===== config.mk =====
export PLATFORM = sky130hd
export DESIGN_NAME = auction_seq_ctrl
export DESIGN_NICKNAME = d
export VERILOG_FILES = /design/src/rtl/auction_pkg.sv /design/src/rtl/auction_cmp2.sv /design/src/rtl/auction_seq_ctrl.sv
export SDC_FILE = /design/constraint.sdc
export NUM_CORES = 1
export LEC_CHECK = 0
export ABC_AREA = 1
export CELL_PAD_IN_SITES_DETAIL_PLACEMENT = 0
export CELL_PAD_IN_SITES_GLOBAL_PLACEMENT = 1
export CORE_MARGIN = 1.5
export CORE_UTILIZATION = 37
export DETAILED_ROUTE_END_ITERATION = 6
export GPL_ROUTABILITY_DRIVEN = 1
export PLACE_DENSITY = 0.77
export SLEW_MARGIN = 25
export SYNTH_ARGS = -nofsm -noshare
export SYNTH_HDL_FRONTEND = slang
export SYNTH_SLANG_ARGS = --single-unit

===== constraint.sdc =====
create_clock -name clk -period 1.95 [get_ports clk]
set_clock_uncertainty 0.1 [all_clocks]
set_input_delay 0.39 -clock clk [delete_from_list [all_inputs] [get_ports clk]]
set_output_delay 0.39 -clock clk [all_outputs]
set_load 0.02 [all_outputs]

===== src/rtl/auction_pkg.sv =====
// Shared types and default widths for the sequential second-price auction controller.
package auction_pkg;

  localparam int DEF_N_BIDDERS = 4;
  localparam int DEF_W         = 16;
  localparam int DEF_IDX_W     = $clog2(DEF_N_BIDDERS);

  typedef enum logic [1:0] {
    IDLE    = 2'd0,
    COLLECT = 2'd1,
    DONE    = 2'd2
  } state_t;

  typedef struct packed {
    logic [DEF_IDX_W-1:0] idx;
    logic [DEF_W-1:0]     value;
  } bid_t;

endpackage


===== src/rtl/auction_cmp2.sv =====
// Pairwise unsigned compare of an incoming bid against the current top and second bids.
module auction_cmp2
  import auction_pkg::*;
#(
  parameter int W = DEF_W
) (
  input  logic [W-1:0] value,
  input  logic [W-1:0] top,
  input  logic [W-1:0] second,
  output logic         gt_top,
  output logic         gt_second
);

  // Strict compares so that equal bids never displace the incumbent.
  assign gt_top    = (value > top);
  assign gt_second = (value > second);

endmodule


===== src/rtl/auction_seq_ctrl.sv =====
// Sequential sealed-bid second-price auction: one bid per cycle, incremental top/second tracking.
// Optional reserve price is enabled by defining AUCTION_RESERVE_EN.
module auction_seq_ctrl
  import auction_pkg::*;
#(
  parameter int N_BIDDERS = DEF_N_BIDDERS,
  parameter int W         = DEF_W,
  parameter int IDX_W     = $clog2(N_BIDDERS)
) (
  input  logic             clk,
  input  logic             rst,
  input  logic             start,
  input  logic             close,
  input  logic             bid_valid,
  output logic             bid_ready,
  input  logic [IDX_W-1:0] bid_id,
  input  logic [W-1:0]     bid_value,
`ifdef AUCTION_RESERVE_EN
  input  logic [W-1:0]     reserve,
`endif
  output logic             res_valid,
  input  logic             res_ready,
  output logic [IDX_W-1:0] res_winner,
  output logic [W-1:0]     res_price,
  output logic             res_none,
  output logic             err_dup,
  output logic             busy
);

  localparam int CNT_W = $clog2(N_BIDDERS + 1);

  state_t               state_reg;
  logic [N_BIDDERS-1:0] seen_reg;
  logic [W-1:0]         top_reg, second_reg;
  logic [IDX_W-1:0]     top_idx_reg;
  logic [CNT_W-1:0]     count_reg;
  logic                 res_valid_reg, res_none_reg, err_dup_reg;
  logic [IDX_W-1:0]     res_winner_reg;
  logic [W-1:0]         res_price_reg;
`ifdef AUCTION_RESERVE_EN
  logic [W-1:0]         reserve_reg;
`endif

  logic                 take, in_range, is_new, accept, finish;
  logic                 gt_top, gt_second;
  logic [W-1:0]         top_next, second_next, price_next;
  logic [IDX_W-1:0]     top_idx_next;
  logic [CNT_W-1:0]     count_next;
  logic                 none_next;

  auction_cmp2 #(.W(W)) u_cmp (
    .value    (bid_value),
    .top      (top_reg),
    .second   (second_reg),
    .gt_top   (gt_top),
    .gt_second(gt_second)
  );

  assign take     = (state_reg == COLLECT) && bid_valid;
  assign in_range = (32'(bid_id) < 32'(N_BIDDERS));
  assign is_new   = in_range && !seen_reg[bid_id];
  assign accept   = take && is_new;
  // A bid arriving together with close is still counted before the auction ends.
  assign finish   = (state_reg == COLLECT) &&
                    (close || (accept && (count_next == CNT_W'(N_BIDDERS))));

  always_comb begin
    top_next     = top_reg;
    second_next  = second_reg;
    top_idx_next = top_idx_reg;
    count_next   = count_reg;
    if (accept) begin
      count_next = count_reg + CNT_W'(1);
      if (gt_top) begin
        second_next  = top_reg;
        top_next     = bid_value;
        top_idx_next = bid_id;
      end else if (gt_second) begin
        second_next = bid_value;
      end
    end
    price_next = second_next;
    none_next  = (count_next == '0);
`ifdef AUCTION_RESERVE_EN
    if (reserve_reg > second_next) price_next = reserve_reg;
    if (top_next < reserve_reg)    none_next  = 1'b1;
`endif
  end

  always_ff @(posedge clk or posedge rst) begin
    if (rst) begin
      state_reg      <= IDLE;
      seen_reg       <= '0;
      top_reg        <= '0;
      second_reg     <= '0;
      top_idx_reg    <= '0;
      count_reg      <= '0;
      res_valid_reg  <= 1'b0;
      res_none_reg   <= 1'b0;
      res_winner_reg <= '0;
      res_price_reg  <= '0;
      err_dup_reg    <= 1'b0;
`ifdef AUCTION_RESERVE_EN
      reserve_reg    <= '0;
`endif
    end else begin
      err_dup_reg <= take && !is_new;
      case (state_reg)
        IDLE: begin
          if (start) begin
            state_reg   <= COLLECT;
            seen_reg    <= '0;
            top_reg     <= '0;
            second_reg  <= '0;
            top_idx_reg <= '0;
            count_reg   <= '0;
`ifdef AUCTION_RESERVE_EN
            reserve_reg <= reserve;
`endif
          end
        end
        COLLECT: begin
          top_reg     <= top_next;
          second_reg  <= second_next;
          top_idx_reg <= top_idx_next;
          count_reg   <= count_next;
          if (accept) seen_reg[bid_id] <= 1'b1;
          // Result is built from the post-update tracker so the final bid is included.
          if (finish) begin
            state_reg      <= DONE;
            res_valid_reg  <= 1'b1;
            res_none_reg   <= none_next;
            res_winner_reg <= none_next ? '0 : top_idx_next;
            res_price_reg  <= none_next ? '0 : price_next;
          end
        end
        DONE: begin
          if (res_ready) begin
            state_reg     <= IDLE;
            res_valid_reg <= 1'b0;
          end
        end
        default: state_reg <= IDLE;
      endcase
    end
  end

  assign bid_ready  = (state_reg == COLLECT);
  assign busy       = (state_reg != IDLE);
  assign res_valid  = res_valid_reg;
  assign res_none   = res_none_reg;
  assign res_winner = res_winner_reg;
  assign res_price  = res_price_reg;
  assign err_dup    = err_dup_reg;

endmodule


==> results <==
[kinds of logic after synthesis]
family                     Yosys count
and+or+nand+nor                    288
AOI/OAI and AO/OA                   50
adders and majority gates           33
DFF                                 64
buffers and inverters               91
[synthesized netlist by cell type, types with 2 or more instances]
cell type,instances
o21ai_0,10
nand4_1,5
nand3b_1,2
o22ai_1,17
buf_2,7
buf_1,3
buf_4,2
a31oi_1,3
clkinv_1,2
inv_1,64
a21oi_1,15
dfrtp_1,64
nor2_1,21
clkbuf_1,8
ha_1,33
nand2_2,2
nand2_1,144
nand3_1,107
inv_2,4
[report_power, final]
part / total, W / internal, W / leakage, nW / switching [W]
logic: 0.00627 / 0.00283 / 2.15 / 0.00344
registers: 0.00229 / 0.00192 / 0.857 / 0.000368
clock network: 0.00131 / 0.000755 / 0.108 / 0.000553
[final cells by class]
cell class,count,area share
multi-input combinational,371,0.440
inverter,70,0.0420
clock inverter,3,0.0103
timing repair buffer,141,0.205
sequential,64,0.252
tap,136,0.0268
clock buffer,13,0.0235
[per-stage QoR]
stage	setup TNS, ns	instances
floorplan	-0.799	526
global placement	-40.13	756
detailed placement	-43.24	756
CTS	-7.95	783
global route	-12.87	798
finish	-7.82	798
[layer usage]
layer	part of all wire	vias up	track usage	wire length [um]
met3	0.048	24	0.0490	616
met5	0	-	0	0
li1	-	2005	-	-
met1	0.45	2007	0.306	5780
met4	0.017	0	0.0848	219
met2	0.48	105	0.370	6190
[worst max-delay path, stage by stage (launching register included)]
cell and delay [ns]:
dfrtp_1 0.36, inv_1 0.10, ha_4 0.29, nand4_1 0.12, nor2_2 0.19, nand2_1 0.10, nand2_2 0.13, nand3_4 0.12
bufbuf_16 0.29, nand3_1 0.09, nand2_2 0.06, nand2_1 0.05, nand2_1 0.05
[final timing paths]
| check | start | end | slack [ns] | cells after the start |
|---|---|---|---|---|
| min reg2reg | res_price[5] | res_price[5] | 0.38 | 2 |
| min | rst | err_dup | 0.37 | 3 |
| min in group clk | res_price[5] | res_price[5] | 0.38 | 2 |
| max in group asynchronous | rst | top_reg[11] | 1.07 | 3 |
| max | second_reg[10] | second_reg[15] | -0.22 | 12 |
| max reg2reg | second_reg[10] | second_reg[15] | -0.22 | 12 |
[repair_timing]
item | in CTS | in global routing
pin swaps | 36 | 40
setup endpoints to repair | 57 | 57
hold buffers | 0 | 0
gates cloned | 1 | 1
setup buffers | 10 | 16
gates resized for setup | 103 | 109
==> metrics.txt <==
largest net degree at the start of global routing 65; kind of critical path flop to flop; Die H 107 um; Post-Syn Area roughly 4000 sq um; mux contribution to synthesized area 0; drt first-iter violations 243; Synth-to-Final Area Change 60.0%; max_cap viols 0; Die W between 100 and 150 um; share of flip-flops with an asynchronous set or reset 1.00; global-route usage over all layers 0.231; Synth Instances 526; worst hold path class primary input to asynchronous set/reset pin; total power just under 0.01 W; pwr/cell area 1550 nW/um^2; Leak 3.11 nW; Worst EP required 2.10 ns; number of fill cells ~900; final net count a little over 700; largest area contributor in the netlist dfrtp_1; yosys warns 0; most frequent cells in the layout 116 x nand2_1, 76 x buf_4, 64 x dfrtp_1, 62 x nand3_2, 46 x inv_1; RD Place Congestion slightly below 1; commonest non-fill, non-tap cell in the layout nand2_1; failing checks setup timing; CTS Root Cell clkbuf_8; final wirelength around 13000 um; Max Slew Vio Count 0; Core ar. ~10000 sq um; hold slack 0.368 ns; # clock sinks 64; fin crit share 1.11; initial antenna violation count 0; WL/cell roughly 16 um; area of the multi-input gates between 2000 and 3000 sq um; dpl hpwl ~8600 um; drt pass-1 iters 5; main combinational cell family by area after synthesis simple AND/OR/NAND/NOR gates; first-pass GRT wire length around 20000 um; Synth Area in Compound Gates 0.0729; Critical Path Fanout Max 5; layout cells sized above 1 0.418; Top Ports between 40 and 50; grt total ovfl 0; Die Area approximately 11000 sq um; total CTS buffers 9; Via Count between 4k and 5k; number of enable flip-flop cells after synthesis 0; Worst VDD drop between 0.6 and 0.7 mV; share of the synthesized area in the top cell type 0.404; #FFs+latches synth 64; crit end category flop; Fin. Hold Viols 0; Rows 37; xor and xnor area share after synthesis 0; sequential area share after synthesis 0.404; Main synth FF type dfrtp_1; Port Buffer Count between 40 and 50; Initial Util 0.382; dpl ws -0.884 ns; Worst-Skew Late Latency 0.36 ns; post-synthesis cell type count 32; Final setup viols 52; diode count 0; vias in the first global route roughly 4.0k; TritonCTS clock tree done; Placed Area 5070 sq um; Post-DRT Antenna Nets 0; Avg Vias per Cell around 5.2; Setup WS post-layout -0.217 ns; Least-Margin Pin Slew 0.371 ns; Final Instance Area about 6300 sq um; post-synthesis simple-gate area fraction 0.327; Worst-path clk slew 0.08 ns; CTS max path bufs 2; syn nets between 500 and 600; RSZ-0062 raised after global routing true; fin util 0.612; Final Critical Period 2.17 ns; synth top area cells dfrtp_1 40%, nand2_1 14%, nand3_1 14%; worst path arrival time 2.32 ns; Storage cell area ~1600 sq um; Synth Area in Adders 0.104; fmax 462 MHz; CTS H-tree lvls 3; status finished, violations left; max_slew headroom 0.753; type of origin of the critical path flop; DRC 0; Mapped Avg Cell Area between 7 and 8 sq um
(Power assumes the default switching activity.)
